$ cat src/rtl/apb_arb_pkg.sv
// Shared state encoding, default widths and round-robin pointer helper for the
// APB request arbiter.
package apb_arb_pkg;

  localparam int unsigned DEF_NUM_REQ        = 2;
  localparam int unsigned DEF_ADDR_W         = 32;
  localparam int unsigned DEF_DATA_W         = 32;
  localparam int unsigned DEF_TIMEOUT_CYCLES = 16;

  typedef logic [1:0] state_t;

  localparam state_t IDLE   = 2'd0;
  localparam state_t SETUP  = 2'd1;
  localparam state_t ACCESS = 2'd2;

  // Requester index following idx, wrapping modulo n.
  function automatic int unsigned rr_next(input int unsigned idx, input int unsigned n);
    return (idx + 1 >= n) ? 0 : idx + 1;
  endfunction

endpackage

$ cat src/rtl/apb_rr_arbiter.sv
// Combinational round-robin grant: first asserted valid at or after ptr, wrapping.
// The pointer register is owned by the instantiating block.
module apb_rr_arbiter #(
  parameter int unsigned NUM_REQ = 2,
  parameter int unsigned PTR_W   = (NUM_REQ > 1) ? $clog2(NUM_REQ) : 1
) (
  input  logic [NUM_REQ-1:0] valid,
  input  logic [PTR_W-1:0]   ptr,
  input  logic               en,
  output logic [NUM_REQ-1:0] grant
);

  logic found;

  always_comb begin
    grant = '0;
    found = 1'b0;
    if (en) begin
      // Upper segment [ptr, NUM_REQ) has priority over the wrapped segment.
      for (int i = 0; i < NUM_REQ; i++) begin
        if (!found && valid[i] && (i >= int'(ptr))) begin
          grant[i] = 1'b1;
          found    = 1'b1;
        end
      end
      for (int i = 0; i < NUM_REQ; i++) begin
        if (!found && valid[i]) begin
          grant[i] = 1'b1;
          found    = 1'b1;
        end
      end
    end
  end

endmodule

$ cat src/rtl/apb_req_arbiter.sv
// Round-robin shared APB master: arbitrates NUM_REQ requesters onto one APB port.
// Optional ACCESS-phase timeout enabled by defining APB_TIMEOUT_EN.
module apb_req_arbiter
  import apb_arb_pkg::*;
#(
  parameter int unsigned NUM_REQ        = DEF_NUM_REQ,
  parameter int unsigned ADDR_W         = DEF_ADDR_W,
  parameter int unsigned DATA_W         = DEF_DATA_W,
  parameter int unsigned TIMEOUT_CYCLES = DEF_TIMEOUT_CYCLES
) (
  input  logic                      PCLK,
  input  logic                      PRESET,
  input  logic [NUM_REQ-1:0]        req_valid,
  output logic [NUM_REQ-1:0]        req_ready,
  input  logic [NUM_REQ-1:0]        req_write,
  input  logic [NUM_REQ*ADDR_W-1:0] req_addr,
  input  logic [NUM_REQ*DATA_W-1:0] req_wdata,
  output logic [NUM_REQ-1:0]        rsp_valid,
  output logic [DATA_W-1:0]         rsp_rdata,
  output logic                      rsp_err,
  output logic                      PSEL,
  output logic                      PENABLE,
  output logic                      PWRITE,
  output logic [ADDR_W-1:0]         PADDR,
  output logic [DATA_W-1:0]         PWDATA,
  input  logic [DATA_W-1:0]         PRDATA,
  input  logic                      PREADY,
  input  logic                      PSLVERR
);

  localparam int unsigned PTR_W = (NUM_REQ > 1) ? $clog2(NUM_REQ) : 1;

  state_t               state_q, state_d;
  logic [PTR_W-1:0]     ptr_q, ptr_d;
  logic [PTR_W-1:0]     id_q;
  logic                 pwrite_q;
  logic [ADDR_W-1:0]    paddr_q;
  logic [DATA_W-1:0]    pwdata_q;
  logic [NUM_REQ-1:0]   rsp_valid_q, rsp_valid_d;
  logic [DATA_W-1:0]    rsp_rdata_q;
  logic                 rsp_err_q;

  logic                 arb_en;
  logic [NUM_REQ-1:0]   grant;
  logic                 accept;
  logic [PTR_W-1:0]     win_idx;
  logic                 sel_write;
  logic [ADDR_W-1:0]    sel_addr;
  logic [DATA_W-1:0]    sel_wdata;
  logic                 done;
  logic                 timeout;
  logic                 fin;

  assign done   = (state_q == ACCESS) && PREADY;
  assign fin    = done || timeout;
  // No handshake while reset is held, so nothing is accepted and then dropped.
  assign arb_en = !PRESET && ((state_q == IDLE) || done);
  assign accept = |grant;

  apb_rr_arbiter #(
    .NUM_REQ (NUM_REQ),
    .PTR_W   (PTR_W)
  ) u_rr_arbiter (
    .valid (req_valid),
    .ptr   (ptr_q),
    .en    (arb_en),
    .grant (grant)
  );

  always_comb begin
    win_idx   = '0;
    sel_write = 1'b0;
    sel_addr  = '0;
    sel_wdata = '0;
    for (int i = 0; i < NUM_REQ; i++) begin
      if (grant[i]) begin
        win_idx   = PTR_W'(i);
        sel_write = req_write[i];
        sel_addr  = req_addr[i*ADDR_W +: ADDR_W];
        sel_wdata = req_wdata[i*DATA_W +: DATA_W];
      end
    end
  end

  assign ptr_d = PTR_W'(rr_next(32'(win_idx), NUM_REQ));

`ifdef APB_TIMEOUT_EN
  localparam int unsigned CNT_W = $clog2(TIMEOUT_CYCLES + 1);

  logic [CNT_W-1:0] cnt_q;

  always_ff @(posedge PCLK) begin
    if (PRESET || (state_q == SETUP)) begin
      cnt_q <= '0;
    end else if ((state_q == ACCESS) && !PREADY) begin
      cnt_q <= cnt_q + 1'b1;
    end
  end

  // Fires on the TIMEOUT_CYCLES-th consecutive wait cycle.
  assign timeout = (state_q == ACCESS) && !PREADY &&
                   (cnt_q == CNT_W'(TIMEOUT_CYCLES - 1));
`else
  logic unused_timeout_cfg;

  assign timeout            = 1'b0;
  assign unused_timeout_cfg = (TIMEOUT_CYCLES != 0);
`endif

  always_comb begin
    state_d = state_q;
    case (state_q)
      IDLE:    state_d = accept ? SETUP : IDLE;
      SETUP:   state_d = ACCESS;
      ACCESS: begin
        if (PREADY) begin
          state_d = accept ? SETUP : IDLE;
        end else if (timeout) begin
          state_d = IDLE;
        end else begin
          state_d = ACCESS;
        end
      end
      default: state_d = IDLE;
    endcase
  end

  always_comb begin
    rsp_valid_d = '0;
    for (int i = 0; i < NUM_REQ; i++) begin
      rsp_valid_d[i] = fin && (id_q == PTR_W'(i));
    end
  end

  always_ff @(posedge PCLK) begin
    if (PRESET) begin
      state_q     <= IDLE;
      ptr_q       <= '0;
      id_q        <= '0;
      pwrite_q    <= 1'b0;
      paddr_q     <= '0;
      pwdata_q    <= '0;
      rsp_valid_q <= '0;
      rsp_rdata_q <= '0;
      rsp_err_q   <= 1'b0;
    end else begin
      state_q     <= state_d;
      rsp_valid_q <= rsp_valid_d;
      if (accept) begin
        ptr_q    <= ptr_d;
        id_q     <= win_idx;
        pwrite_q <= sel_write;
        paddr_q  <= sel_addr;
        pwdata_q <= sel_write ? sel_wdata : '0;
      end
      if (fin) begin
        rsp_rdata_q <= (timeout || pwrite_q) ? '0 : PRDATA;
        rsp_err_q   <= timeout || PSLVERR;
      end
    end
  end

  assign req_ready = grant;
  assign PSEL      = (state_q != IDLE);
  assign PENABLE   = (state_q == ACCESS);
  assign PWRITE    = pwrite_q;
  assign PADDR     = paddr_q;
  assign PWDATA    = pwdata_q;
  assign rsp_valid = rsp_valid_q;
  assign rsp_rdata = rsp_rdata_q;
  assign rsp_err   = rsp_err_q;

endmodule

$ cat config.mk
export PLATFORM = sky130hd
export DESIGN_NAME = apb_req_arbiter
export DESIGN_NICKNAME = d
export VERILOG_FILES = /design/src/rtl/apb_arb_pkg.sv /design/src/rtl/apb_rr_arbiter.sv /design/src/rtl/apb_req_arbiter.sv
export SDC_FILE = /design/constraint.sdc
export NUM_CORES = 1
export LEC_CHECK = 0
export CAP_MARGIN = 40
export CORE_AREA = 2 2 158 83
export CTS_CLUSTER_DIAMETER = 30
export DETAILED_ROUTE_END_ITERATION = 8
export DIE_AREA = 0 0 160 85
export HOLD_SLACK_MARGIN = 0.02
export PLACE_DENSITY_LB_ADDON = 0.3
export SETUP_SLACK_MARGIN = 0.5
export SLEW_MARGIN = 20
export SYNTH_ARGS = -nofsm -noshare
export SYNTH_HDL_FRONTEND = slang
export SYNTH_SLANG_ARGS = --single-unit
$ cat constraint.sdc
create_clock -name PCLK -period 1.3 [get_ports PCLK]
set_input_delay 0.26 -clock PCLK [delete_from_list [all_inputs] [get_ports PCLK]]
set_output_delay 0.26 -clock PCLK [all_outputs]
set_load 0.02 [all_outputs]
==> results.tsv, run 1 <==
stage	metric	value	unit
power	p_seq_share	42.7	%
cells_and_area	syn_to_final_growth	114	%
sta	final.setup_skew	0.00753	ns
routing	drc_errors	12	
worst_setup_path	worstPathRequired	1.04	ns
cells_and_area	final_cell_mix	clkdlybuf4s50_1, buf_6, dfxtp_2	
routing	viasPerCell	4.98	
synthesis	synth_cells	366	
sta	period_needed	1.50	ns
sta	worstMarginPinSlew	0.372	ns
sta	slew_headroom	75.2	%
synthesis	yosysSeqAreaShare	56.0	%
sta	rsz0062_at_grt	true	
power	cellInternalPower	6.09	mW
global_route	antenna_found_initial	0	
worst_setup_path	startpoint	state_q[0]$_SDFF_PP0_	
die	die-area	13600	µm²
power	vdd.ir_drop.worst	0.000579	V
power	p_total	8.46	mW
worst_setup_path	r2r_start	state_q[0]$_SDFF_PP0_	
global_route	grt_pass1_wl	21.8	mm
worst_setup_path	max_stage_delay	0.36	ns
run_status	status	complete, but fails checks	
sta	finalHoldViolations	0	
power	p_leak	3.41	nW
clock_tree	clock-sinks	104	
sta	layout_setup_ws	-0.195	ns
worst_setup_path	cp-end-kind	primary output	
power	powerDensity	1060	nW/µm²
power	p_switching	2.38	mW
clock_tree	h-tree-depth	3	
routing	vias	4196	
worst_setup_path	worstPathArrival	1.24	ns
global_route	grt_pass1_vias	4122	
routing	dr.pass1.iters	9	
worst_setup_path	crit_type	flop to primary output	
synthesis	synthesis.area	3720	µm²
worst_setup_path	cp_cell_sequence	nor2_4, and4_4, buf_6	
power	p_clk_share	31.1	%
place	dpl_worst_slack	-0.779	ns
place	gp_congestion	0.799	
clock_tree	cts_buffer_depth	2	
worst_setup_path	cp_max_fo	3	
die	fp.dieH	85	µm
worst_setup_path	start_kind	flop	
sta	setup_viol	101	
routing	wirelength	15.3	mm
cells_and_area	antenna_cells	0	
cells_and_area	final_nets	835	
synthesis	yosys_warnings	0	
synthesis	post_synth_num_cell_types	31	
worst_setup_path	reg2reg_depth	7	
worst_setup_path	worst_r2r_endpoint	rsp_rdata[12]$_SDFFE_PP0P_	
sta	drv_slew	0	
worst_hold_path	holdPathStages	2	
synthesis	synth_fp_nets	534	
cells_and_area	final_common_cell	clkdlybuf4s50_1	
clock_tree	worstSkewPairLatency	0.34	ns
die	pin_count	272	
die	dieWidth	160	µm
sta	max_freq	669	MHz
clock_tree	clockRootBuffer	clkbuf_16	
power	switching_share	28.1	%
routing	first_iter_violations	326	
flow_run	max_cap_viol_count	0	
routing	routedWlPerCell	18.2	µm
die	placementRows	29	
sta	fin_crit_sh	115	%
die	start_util	30.3	%
worst_hold_path	min_path_type	flop to flop	
place	dp_hpwl	10.1	mm
worst_setup_path	slowest_stage	dfxtp_4	
cells_and_area	utilization	64.9	%
synthesis	syn_avg_cell_area	10.2	µm²
power	p_comb_share	26.2	%
clock_tree	cts_buffers	9	
worst_setup_path	r2r_slack	-0.19	ns
synthesis	synth.ff_latch_count	104	
clock_tree	ctsHoldBuffers	0	
worst_hold_path	min_to	PWDATA[7]$_SDFFE_PP0P_	
clock_tree	clkTransAtPathRegs	0.08	ns
run_status	violations	DRC, setup timing	
global_route	grt_overflow	0	
clock_tree	tritoncts	built	
worst_hold_path	min-delay-start	PWDATA[7]$_SDFFE_PP0P_	
place	port_buffers	271	
global_route	grt_max_degree	35	
routing	drtAntennaViolNets	0	
die	fp.coreArea	12300	µm²
global_route	grtUsageTotal	20.2	%
cells_and_area	layout-drive-gt1-share	47.0	%
[metrics by stage]
step	cells	hold WS (ns)	TNS, ns	cell area, µm²
floorplan	366	0.385	-0.667	3830
global placement	796	0.425	-71.22	6780
detailed placement	797	0.429	-64.80	6790
CTS	829	0.441	-8.98	7450
global route	842	0.476	-18.08	7950
finish	842	0.455	-13.00	7950
[flip-flops by register name, summed over array words and instances, names as in the netlist]
| name | count |
|---|---|
| rsp_valid | 2 |
| id_q | 1 |
| rsp_err | 1 |
| ptr_q | 1 |
| state_q | 2 |
| PADDR | 32 |
| PWRITE | 1 |
| PWDATA | 32 |
| rsp_rdata | 32 |
[power by group through the flow]
stage	Combinational [mW]	Clock (mW)	Sequential, mW
after detailed placement	1.88	0	3.60
after global routing	2.34	2.83	3.64
after floorplan	0.503	0	3.84
after CTS	2.02	2.71	3.57
after global placement	1.85	0	3.59
final	2.22	2.64	3.61
[kinds of logic (layout without fill, tap and decap cells)]
| family | after synthesis | in the layout | synth area share, % |
|---|---|---|---|
| AO/OA/AOI/OAI | 137 | 137 | 28.5 |
| buffers and inverters | 65 | 371 | 7.81 |
| flip-flops | 104 | 104 | 56.0 |
| multiplexers | 1 | 1 | 0.269 |
| AND/OR/NAND/NOR | 59 | 59 | 7.37 |
[critical path: cells and delay by family (launching register included)]
family        cells  cell delay (ns)
flops             1             0.36
simple gates      2             0.39
buf+inv           1             0.13
[synth_stat cells]
cell | count | area (µm²)
buf_4 | 1 | 7.51
a21boi_1 | 1 | 7.51
nor3_1 | 1 | 5.00
buf_6 | 3 | 33.8
nand2_1 | 38 | 143
a222oi_1 | 31 | 310
nand4b_1 | 1 | 8.76
a21oi_1 | 4 | 20.0
or2_2 | 2 | 12.5
nand2b_1 | 5 | 31.3
dfxtp_1 | 104 | 2080
and2_1 | 2 | 12.5
a32o_1 | 1 | 10.0
nand3_1 | 2 | 10.0
a221oi_1 | 1 | 8.76
and4_1 | 1 | 8.76
nor2_1 | 3 | 11.3
o21bai_1 | 2 | 15.0
nor3b_1 | 1 | 7.51
mux2i_1 | 1 | 10.0
and3_1 | 1 | 6.26
a22oi_1 | 32 | 240
o21ai_1 | 10 | 50.1
nor3_2 | 1 | 10.0
and2b_1 | 1 | 7.51
buf_2 | 16 | 80.1
inv_1 | 33 | 124
a31oi_2 | 1 | 12.5
clkbuf_1 | 12 | 45.0
o21ai_0 | 23 | 115
a22o_1 | 31 | 272
[how the worst max path moves through the flow]
stage	end	cells past startpoint
after floorplan	PADDR[10]$_SDFFE_PP0P_	6
after global placement	rsp_rdata[13]$_SDFFE_PP0P_	5
after detailed placement	req_ready[0]	4
after CTS	req_ready[1]	3
after global routing	rsp_rdata[12]$_SDFFE_PP0P_	7
final	req_ready[1]	3
[layout make-up]
type                            instances  area (µm²)
Clock inverter                          7        63.8
Multi-Input combinational cell        197        1560
Clock buffer                            9         225
Timing Repair Buffer                  322        3550
Sequential cell                       104        2220
Inverter                               33         124
Tap cell                              170         213
Fill cell                             975        4310
[routing by layer]
layer  part of all wire [%]  track usage [%]  wire length (µm)
met1                     43             24.5              6530
met2                     48             34.7              7360
met3                    8.5             7.43              1300
met4                   0.84             4.34               129
met5                      0                0                 0
[timing repair]
| item | 4_1_cts | 5_1_grt |
|---|---|---|
| endpoints found under the setup margin | 208 | 208 |
| buffers inserted | 13 | 6 |
| pin swaps | 43 | 16 |
| cloned | 3 | 7 |
| gates resized for setup | 525 | 290 |
(Power assumes the default switching activity.)
==> inputs of run 2 (changes only) <==
Settings changed: ABC_CLOCK_PERIOD_IN_PS set to 1300.
==> results of run 2 <==
Same layout as run 1: the final DEF is identical, and so are final timing and power.
==> inputs of run 3 (changes only) <==
Settings changed: ABC_CLOCK_PERIOD_IN_PS 1300 to 1850, CORE_AREA 2 2 158 83 to 2 2 145 76, DIE_AREA 0 0 160 85 to 0 0 147 78.
Clock period 1.3 ns to 1.85 ns, I/O delays scaled along.
==> run 3 against run 2 <==
Effect of this change: clock skew is 0.00055 ns lower; the flow now finishes without violations; utilization is 12 points higher; global-route usage is 4.1 points higher; final area is 2.2% lower; worst setup slack better by 0.44 ns; hold slack worse by 0.0065 ns; first-iteration DRC count is 7.1% higher; largest cell class unchanged; clock power is 22% lower; wire length is 1.3% higher; count of clock-buffer cells in the layout is 1 higher.
==> results.tsv, run 3 (synthesized netlist as in run 1, its figures left out) <==
stage	metric	value	unit	change
place	dpl_worst_slack	-0.422	ns	was -0.779 ns
die	start_util	36.9	%	was 30.3%
clock_tree	ctsHoldBuffers	0		unchanged
routing	first_iter_violations	349		was 326
cells_and_area	final_cell_mix	clkdlybuf4s50_1, dfxtp_1, buf_2		was clkdlybuf4s50_1, buf_6, dfxtp_2
place	gp_congestion	0.793		was 0.799
power	p_total	6.13	mW	was 8.46 mW
clock_tree	cts_buffer_depth	2		unchanged
place	port_buffers	271		unchanged
routing	drc_errors	0		was 12
flow_run	max_cap_viol_count	0		unchanged
worst_setup_path	worstPathArrival	1.87	ns	was 1.24 ns
worst_setup_path	crit_type	input pin to flop		was flop to primary output
routing	wirelength	15.5	mm	was 15.3 mm
die	dieWidth	147	µm	was 160 µm
sta	worstMarginPinSlew	0.396	ns	was 0.372 ns
routing	viasPerCell	5.09		was 4.98
sta	drv_slew	0		unchanged
worst_setup_path	cp_max_fo	11		was 3
die	fp.dieH	78	µm	was 85 µm
worst_setup_path	start_kind	input pin		was flop
routing	vias	4167		was 4196
global_route	grtUsageTotal	24.3	%	was 20.2%
cells_and_area	antenna_cells	0		unchanged
sta	rsz0062_at_grt	true		unchanged
cells_and_area	nFillCells	700		was 975
global_route	antenna_found_initial	0		unchanged
sta	finalHoldViolations	0		unchanged
clock_tree	cts_buffers	9		unchanged
sta	max_freq	625	MHz	
global_route	grt_overflow	0		unchanged
run_status	status	completed		was complete, but fails checks
routing	drtAntennaViolNets	0		unchanged
die	fp.coreArea	10100	µm²	was 12300 µm²
sta	final.setup_skew	0.00697	ns	was 0.00753 ns
sta	fin_crit_sh	86.5	%	
place	dp_cells	768		was 797
sta	slew_headroom	73.6	%	was 75.2%
power	powerDensity	789	nW/µm²	was 1060 nW/µm²
global_route	grt_max_degree	34		was 35
routing	dr.pass1.iters	8		was 9
sta	setup_viol	0		was 101
clock_tree	h-tree-depth	3		unchanged
cells_and_area	layout-drive-gt1-share	37.1	%	was 47.0%
cells_and_area	final_nets	842		was 835
cells_and_area	final_common_cell	clkdlybuf4s50_1		unchanged
die	pin_count	272		unchanged
die	placementRows	26		was 29
place	dp_hpwl	9.45	mm	was 10.1 mm
power	p_leak	3.49	nW	was 3.41 nW
worst_setup_path	worstPathRequired	2.12	ns	was 1.04 ns
global_route	grt_pass1_wl	21.9	mm	was 21.8 mm
clock_tree	worstSkewPairLatency	0.34	ns	about the same
sta	layout_setup_ws	0.250	ns	was -0.195 ns
sta	period_needed	1.60	ns	
die	die-area	11500	µm²	was 13600 µm²
clock_tree	clockRootBuffer	clkbuf_16		unchanged
cells_and_area	syn_to_final_growth	109	%	was 114%
global_route	grt_pass1_vias	4222		was 4122
clock_tree	clkTransAtPathRegs	0.07	ns	was 0.08 ns
worst_setup_path	cp-end-kind	flop		was primary output
clock_tree	tritoncts	built		unchanged
routing	routedWlPerCell	18.9	µm	was 18.2 µm
cells_and_area	final_cells	819		was 842
clock_tree	clock-sinks	104		unchanged
power	vdd.ir_drop.worst	0.000497	V	was 0.000579 V
worst_hold_path	min_path_type	flop to flop		unchanged
## run 3: cell types whose count changed in the layout (fill, tap and decap cells not counted), moves of 5 or more
| cell | change |
|---|---|
| buf_4 | -7 |
| clkdlybuf4s15_2 | +35 |
| buf_16 | +5 |
| o21ai_2 | +11 |
| dfxtp_1 | +95 |
| nand2_4 | +11 |
| dfxtp_2 | -93 |
| buf_2 | +41 |
| clkbuf_2 | +25 |
| nand2_2 | +9 |
| buf_6 | -96 |
| o21ai_1 | -11 |
| nand2_1 | -21 |
## run 3: repair_timing
| action | 4_1_cts | 5_1_grt |
|---|---|---|
| pin swaps | 11 | 95 |
| endpoints found under the setup margin | 202 | 165 |
| buffers inserted | 12 | 10 |
| gates cloned | 8 | 5 |
| resized for setup | 323 | 193 |
## run 3: worst max-delay path, cell delays in order
cell and delay [ns]:
dlygate4sd2_1 0.30, buf_4 0.17, buf_6 0.15, a31oi_4 0.21
buf_12 0.17, buf_12 0.12, buf_12 0.10, buf_16 0.13
nand2_1 0.07, o21ai_1 0.08
## run 3: cell type report
cell class	instances	area (µm²)	share of cell area (%)
inverters	33	124	1.59
multi-input cells	197	1680	21.5
repair buffers	329	3380	43.4
flip-flops and latches	104	2100	26.9
well taps	140	175	2.25
clock buffers	10	239	3.07
clock inverters	6	90.1	1.16
## run 3: per-stage QoR
step / setup TNS, ns / hold slack, ns / util (%) / instance area [µm²]
after floorplan: 0 / 0.416 / - / 3800
after global placement: -27.72 / 0.427 / 66.7 / 6720
after detailed placement: -19.53 / 0.429 / 66.8 / 6740
after CTS: 0 / 0.444 / 74.9 / 7560
after global routing: 0 / 0.482 / 77.1 / 7780
final: 0 / 0.449 / 77.1 / 7780
## run 3: power by group
part           total, mW  switching (mW)  internal, mW
logic               1.57           0.694         0.875
clock network       2.07           0.839          1.23
registers           2.50           0.102          2.39
## run 3: path summary, 6_finish.rpt
check | slack (ns) | startpoint | cells past startpoint | endpoint
worst min register to register | 0.45 | PWDATA[15]$_SDFFE_PP0P_ | 2 | PWDATA[15]$_SDFFE_PP0P_
worst max register to register | 0.29 | state_q[1]$_SDFF_PP0_ | 10 | PWDATA[18]$_SDFFE_PP0P_
worst min-delay path | 0.45 | PWDATA[15]$_SDFFE_PP0P_ | 2 | PWDATA[15]$_SDFFE_PP0P_
worst max-delay path | 0.25 | PRESET | 10 | PWDATA[18]$_SDFFE_PP0P_
## run 3: metal layers
metal / vias to the layer above / wire, µm / GRT usage (%)
met5: - / 0 / 0
met1: 1997 / 5850 / 26.8
li1: 1984 / - / -
met4: 0 / 251 / 4.42
met2: 159 / 8420 / 46.4
met3: 27 / 987 / 7.88
==> RTL change 1, RTL diff (settings of run 2) <==
Build with the macro `APB_TIMEOUT_EN` defined.
--- a/src/rtl/apb_req_arbiter.sv
+++ b/src/rtl/apb_req_arbiter.sv
@@ -1,5 +1,7 @@
 // Round-robin shared APB master: arbitrates NUM_REQ requesters onto one APB port.
 // Optional ACCESS-phase timeout enabled by defining APB_TIMEOUT_EN.
+`define APB_TIMEOUT_EN
+
 module apb_req_arbiter
   import apb_arb_pkg::*;
 #(
Check against the original RTL: no difference found for any inputs over 10 cycles, from zero or initial values and one cycle with PRESET high; that may be too few to reach the edited logic, so the function may still have changed.
==> RTL change 1 against run 2 <==
The run ends with setup timing left; final area is 14% higher; critical path depth grew 4; power is 8.3% higher; highest routed layer unchanged; routed wire length is 21% higher; sequential cell count is 5 higher; via count is 19% higher; worst setup slack got worse by 69 ps; first-iteration DRC count up 44%; sequential share of layout area is 2.4 points lower; synthesized area rose by 12%; sequential power increased by 3%; critical endpoint is now rsp_rdata[9]$_SDFFE_PP0N_; largest power group unchanged.
==> RTL change 1: results (changes against run 2) <==
Synthesis
  – Synthesized instance count: 436 (was 366)
  – Commonest cells post-synth: 109 x dfxtp_1, 67 x a22oi_1, 43 x nor2_1 (was 104 x dfxtp_1, 38 x nand2_1, 33 x inv_1)
  – Mux share of post-synthesis cell area: 0.00481 (was 0.00269)
  – Library cells used by synthesis: 39 (was 31)
  – Sequential share of the synthesized area: 0.525 (was 0.560)

Layout
  – Final instance count without filler cells: 948 (was 842)
  – Proportion of layout cells with a drive suffix above 1: 0.539 (was 0.470)
  – Area delta synth->final: 119% (was 114%)
  – Fillers: 851 (was 975)

Route
  – Via count: 4983 (was 4196)
  – DR WL/cell: 19.6 um (was 18.2 um)
  – 1st-pass router iterations: 8 (was 9)

Status
  – Failing checks: setup timing (was DRC, setup timing)
  – Status: finished with violations (unchanged)

Timing
  – Setup-failing EPs final: 108 (was 101)
  – Worst-Margin Slew: 309 ps (was 372 ps)
  – Setup TNS: -16870 ps (was -13000 ps)
  – Final WS setup: -264 ps (was -195 ps)

Placed design
  – Placed Cells: 872 (was 797)
  – Cell Area, Placed: 7460 um^2 (was 6790 um^2)
  – Final GP Congestion: 0.853 (was 0.799)

Worst hold path
  – Hold wc startpoint: id_q$_SDFFE_PP0P_ (was PWDATA[7]$_SDFFE_PP0P_)
  – Hold path endpoint: rsp_valid[0]$_SDFF_PP0_ (was PWDATA[7]$_SDFFE_PP0P_)
  – Hold path depth: 1 (was 2)

Setup path
  – Worst-path fanout max: 16 (was 3)
  – Reg-to-reg endpoint: rsp_rdata[9]$_SDFFE_PP0N_ (was rsp_rdata[12]$_SDFFE_PP0P_)

GRT
  – Pin count of the biggest net entering global routing: 47 (was 35)
  – First-pass GRT wire length: 27200 um (was 21800 um)

Power
  – Leak pwr: 3.92 nW (was 3.41 nW)
  – Max VDD drop: 0.705 mV (was 0.579 mV)
## RTL change 1: timing repair
item                                    CTS  global route
buffers inserted                         30            16
endpoints found under the setup margin  213           213
hold endpoints to repair                  0             0
gates cloned                             13             1
resized for setup                       777            55
hold buffers                              0             0
pin swaps                                56            23
## RTL change 1: cell families (layout without fill, tap and decap cells)
family                     Yosys count  in the layout
AOI/OAI and AO/OA                  146            146
adders and majority gates            2              2
buffers and inverters               76            415
DFF                                109            109
muxes                                2              2
and+or+nand+nor                    101            104
## RTL change 1: cell type report
cell class                 count  area share
clock buffer                  10      0.0263
clock inverter                 6     0.00756
inverter                      38      0.0170
multi-input combinational    254       0.233
sequential                   109       0.255
tap                          170      0.0234
timing repair buffer         361       0.437
## RTL change 1: layer usage
layer  vias to the layer above  share of wire  GRT usage
li1                       2278              -          -
met1                      2436           0.42      0.318
met2                       235           0.48      0.432
met3                        34          0.081     0.0816
met4                         0          0.017     0.0565
met5                         -              0          0
## RTL change 1: power breakdown
group	internal, mW	switching (mW)
logic	1.49	1.09
clock network	1.57	1.30
registers	3.57	0.155
## RTL change 1: worst max path at each step
stage,start,cells after the start,slack [ps],to
detailed placement,PRESET,6,-760,PADDR[11]$_SDFFE_PP0P_
CTS,state_q[0]$_SDFF_PP0_,8,-180,PADDR[23]$_SDFFE_PP0P_
floorplan,state_q[1]$_SDFF_PP0_,7,-100,PADDR[24]$_SDFFE_PP0P_
global route,state_q[0]$_SDFF_PP0_,7,-300,rsp_rdata[9]$_SDFFE_PP0N_
finish,state_q[0]$_SDFF_PP0_,7,-260,rsp_rdata[9]$_SDFFE_PP0N_
global placement,req_valid[0],5,-680,req_ready[1]
==> RTL change 2, RTL diff (settings of run 2) <==
Without the edit above. Register the output `rsp_err` once more, with the module's reset; this adds one clock of latency there. The other outputs are not delayed to match.
--- a/src/rtl/apb_req_arbiter.sv
+++ b/src/rtl/apb_req_arbiter.sv
@@ -168,7 +168,13 @@
   assign PWDATA    = pwdata_q;
   assign rsp_valid = rsp_valid_q;
   assign rsp_rdata = rsp_rdata_q;
-  assign rsp_err   = rsp_err_q;
+  always_ff @(posedge PCLK) begin
+    if (PRESET) begin
+      rsp_err <= '0;
+    end else begin
+      rsp_err <= rsp_err_q;
+    end
+  end
 
 endmodule
 
Function: changed (a bounded check fails within 4 cycles, from zero or initial values and one cycle with PRESET high).
==> RTL change 2 against run 2 <==
The flow finishes with violations (setup timing); synthesized area up 0.64%; core utilization up 1.8 points; sequential cell count up 1; power up 1.2%; worst setup slack worse by 4.7 ps; first-iteration DRC count up 14%; combinational power up 5%; worst hold slack worse by 26 ps; routed wire length up 0.69%; fmax down 0.31%; final area up 2.8%; sequential share of layout area down 0.57 points; die area unchanged.
==> RTL change 2: results (changes against run 2) <==
Status
  – Status: finished with violations (unchanged)
  – Failing checks: setup timing (was DRC, setup timing)

Timing
  – Final WS setup: -200 ps (was -195 ps)
  – Setup TNS: -11470 ps (was -13000 ps)
  – Worst-Margin Slew: 332 ps (was 372 ps)
  – Setup-failing EPs final: 99 (was 101)
  – Setup Skew: 7.42 ps (was 7.53 ps)

GRT
  – GRT Total Usage: 0.207 (was 0.202)
  – Pin count of the biggest net entering global routing: 35 (unchanged)
  – Initial antenna violation count: 1 (was 0)
  – First-pass GRT wire length: 22200 um (was 21800 um)

Synthesis
  – Commonest cells post-synth: 105 x dfxtp_1, 38 x nand2_1, 33 x inv_1, 33 x o21ai_0, 32 x a22oi_1 (was 104 x dfxtp_1, 38 x nand2_1, 33 x inv_1)
  – Post-synthesis async set-or-reset flop share: 0 (unchanged)
  – Library cells used by synthesis: 31 (unchanged)
  – Net Count, Synth: 536 (was 534)
  – Sequential share of the synthesized area: 0.562 (was 0.560)
  – Dominant cells by area after synthesis: dfxtp_1 56%, a222oi_1 8.3%, a22o_1 7.3% (unchanged)
  – Synth Warn #: 0 (unchanged)

Placed design
  – Final GP Congestion: 0.864 (was 0.799)
  – HPWL Detailed: 10000 um (was 10100 um)
  – Setup slack at placement: -750 ps (was -779 ps)
  – Cell Area, Placed: 6820 um^2 (was 6790 um^2)
  – IO Port Bufs: 271 (unchanged)

Setup path
  – R2r worst-path depth: 6 (was 7)
  – Critical Path AT: 1240 ps (about the same)
  – Worst-path fanout max: 3 (unchanged)

Power
  – Max VDD drop: 0.738 mV (was 0.579 mV)
  – Leak pwr: 3.52 nW (was 3.41 nW)

Worst hold path
  – HP Class: flip-flop to flip-flop (unchanged)
  – Hold path depth: 1 (was 2)

CTS
  – H-Tree Depth: 3 (unchanged)
  – Max Root-Sink Buffers: 2 (unchanged)
  – CTS Buf Count: 9 (unchanged)
  – Clock latency on the worst-skew pair: 340 ps (about the same)
  – CTS clk-pin slew, worst paths: 70 ps
  – Root Buffer: clkbuf_16 (unchanged)

Layout
  – Fillers: 907 (was 975)
  – Final nets: 843 (was 835)
  – Proportion of layout cells with a drive suffix above 1: 0.537 (was 0.470)

Route
  – Initial detailed-routing violation count: 372 (was 326)
  – Via count: 4174 (was 4196)
  – DR WL/cell: 18.1 um (was 18.2 um)
  – 1st-pass router iterations: 9 (unchanged)
==> RTL change 2: cell count changes in the layout (fill, tap and decap cells not counted), moves of 2 or more <==
| cell | delta |
|---|---|
| a22oi_1 | -17 |
| nand2_1 | -4 |
| dfxtp_2 | +2 |
| a21oi_1 | +2 |
| o21ai_1 | -28 |
| inv_8 | -2 |
| dfxtp_4 | -2 |
| nand2_2 | +3 |
| a22oi_2 | +17 |
| buf_12 | -2 |
| buf_4 | +5 |
| o21ai_2 | +28 |
==> RTL change 2: power breakdown <==
group          total (mW)  switching [mW]  internal (mW)  leakage [nW]
Combinational        2.33           0.979           1.35          2.48
Clock                2.60            1.27           1.32         0.138
Sequential           3.64           0.165           3.48         0.902
Total                8.57            2.42           6.15          3.52
==> RTL change 2: routing by layer <==
metal | GRT usage | up-vias | share of wire
met5 | 0 | - | 0
met4 | 0.0450 | 0 | 0.0078
met3 | 0.0831 | 10 | 0.087
met2 | 0.367 | 165 | 0.49
met1 | 0.237 | 2019 | 0.41
li1 | - | 1980 | -
==> RTL change 2: logic make-up after synthesis <==
group           synth area share
compound gates             0.285
buf+inv                   0.0759
flops                      0.562
mux                      0.00268
simple gates              0.0749
==> RTL change 2: what timing repair did <==
action,4_1_cts,5_1_grt
gates resized for setup,563,305
endpoints found under the setup margin,209,208
setup buffers,13,13
pin swaps,38,50
hold endpoints to repair,0,0
cloned,4,5
==> RTL change 2: final cells by class <==
class / count / area [um^2] / share of cell area
clock inverters: 7 / 55.1 / 0.00674
inverters: 33 / 124 / 0.0152
diodes: 1 / 2.50 / 0.000306
multi-input cells: 198 / 1740 / 0.213
repair buffers: 328 / 3580 / 0.438
well taps: 170 / 213 / 0.0260
clock buffers: 9 / 225 / 0.0276
flip-flops and latches: 105 / 2230 / 0.273
==> RTL change 2: worst paths after layout <==
check                             start                         to  slack [ps]
setup / recovery     ptr_q$_SDFFE_PP0P_               req_ready[0]        -200
hold / removal        id_q$_SDFFE_PP0P_    rsp_valid[0]$_SDFF_PP0_         430
hold reg to reg       id_q$_SDFFE_PP0P_    rsp_valid[0]$_SDFF_PP0_         430
setup reg to reg  state_q[0]$_SDFF_PP0_  rsp_rdata[4]$_SDFFE_PP0P_        -180
==> RTL change 2: worst max-delay path, stage by stage, from the launching register on <==
cell,delay [ps]
dfxtp_4,360
a21boi_4,180
and3_4,230
buf_6,120
==> RTL change 2: metrics by stage <==
step	std cells	total power, mW
2_1_floorplan	368	4.37
3_3_place_gp	799	5.45
3_5_place_dp	799	5.49
4_1_cts	832	8.27
5_1_grt	850	8.96
6_report	851	8.57
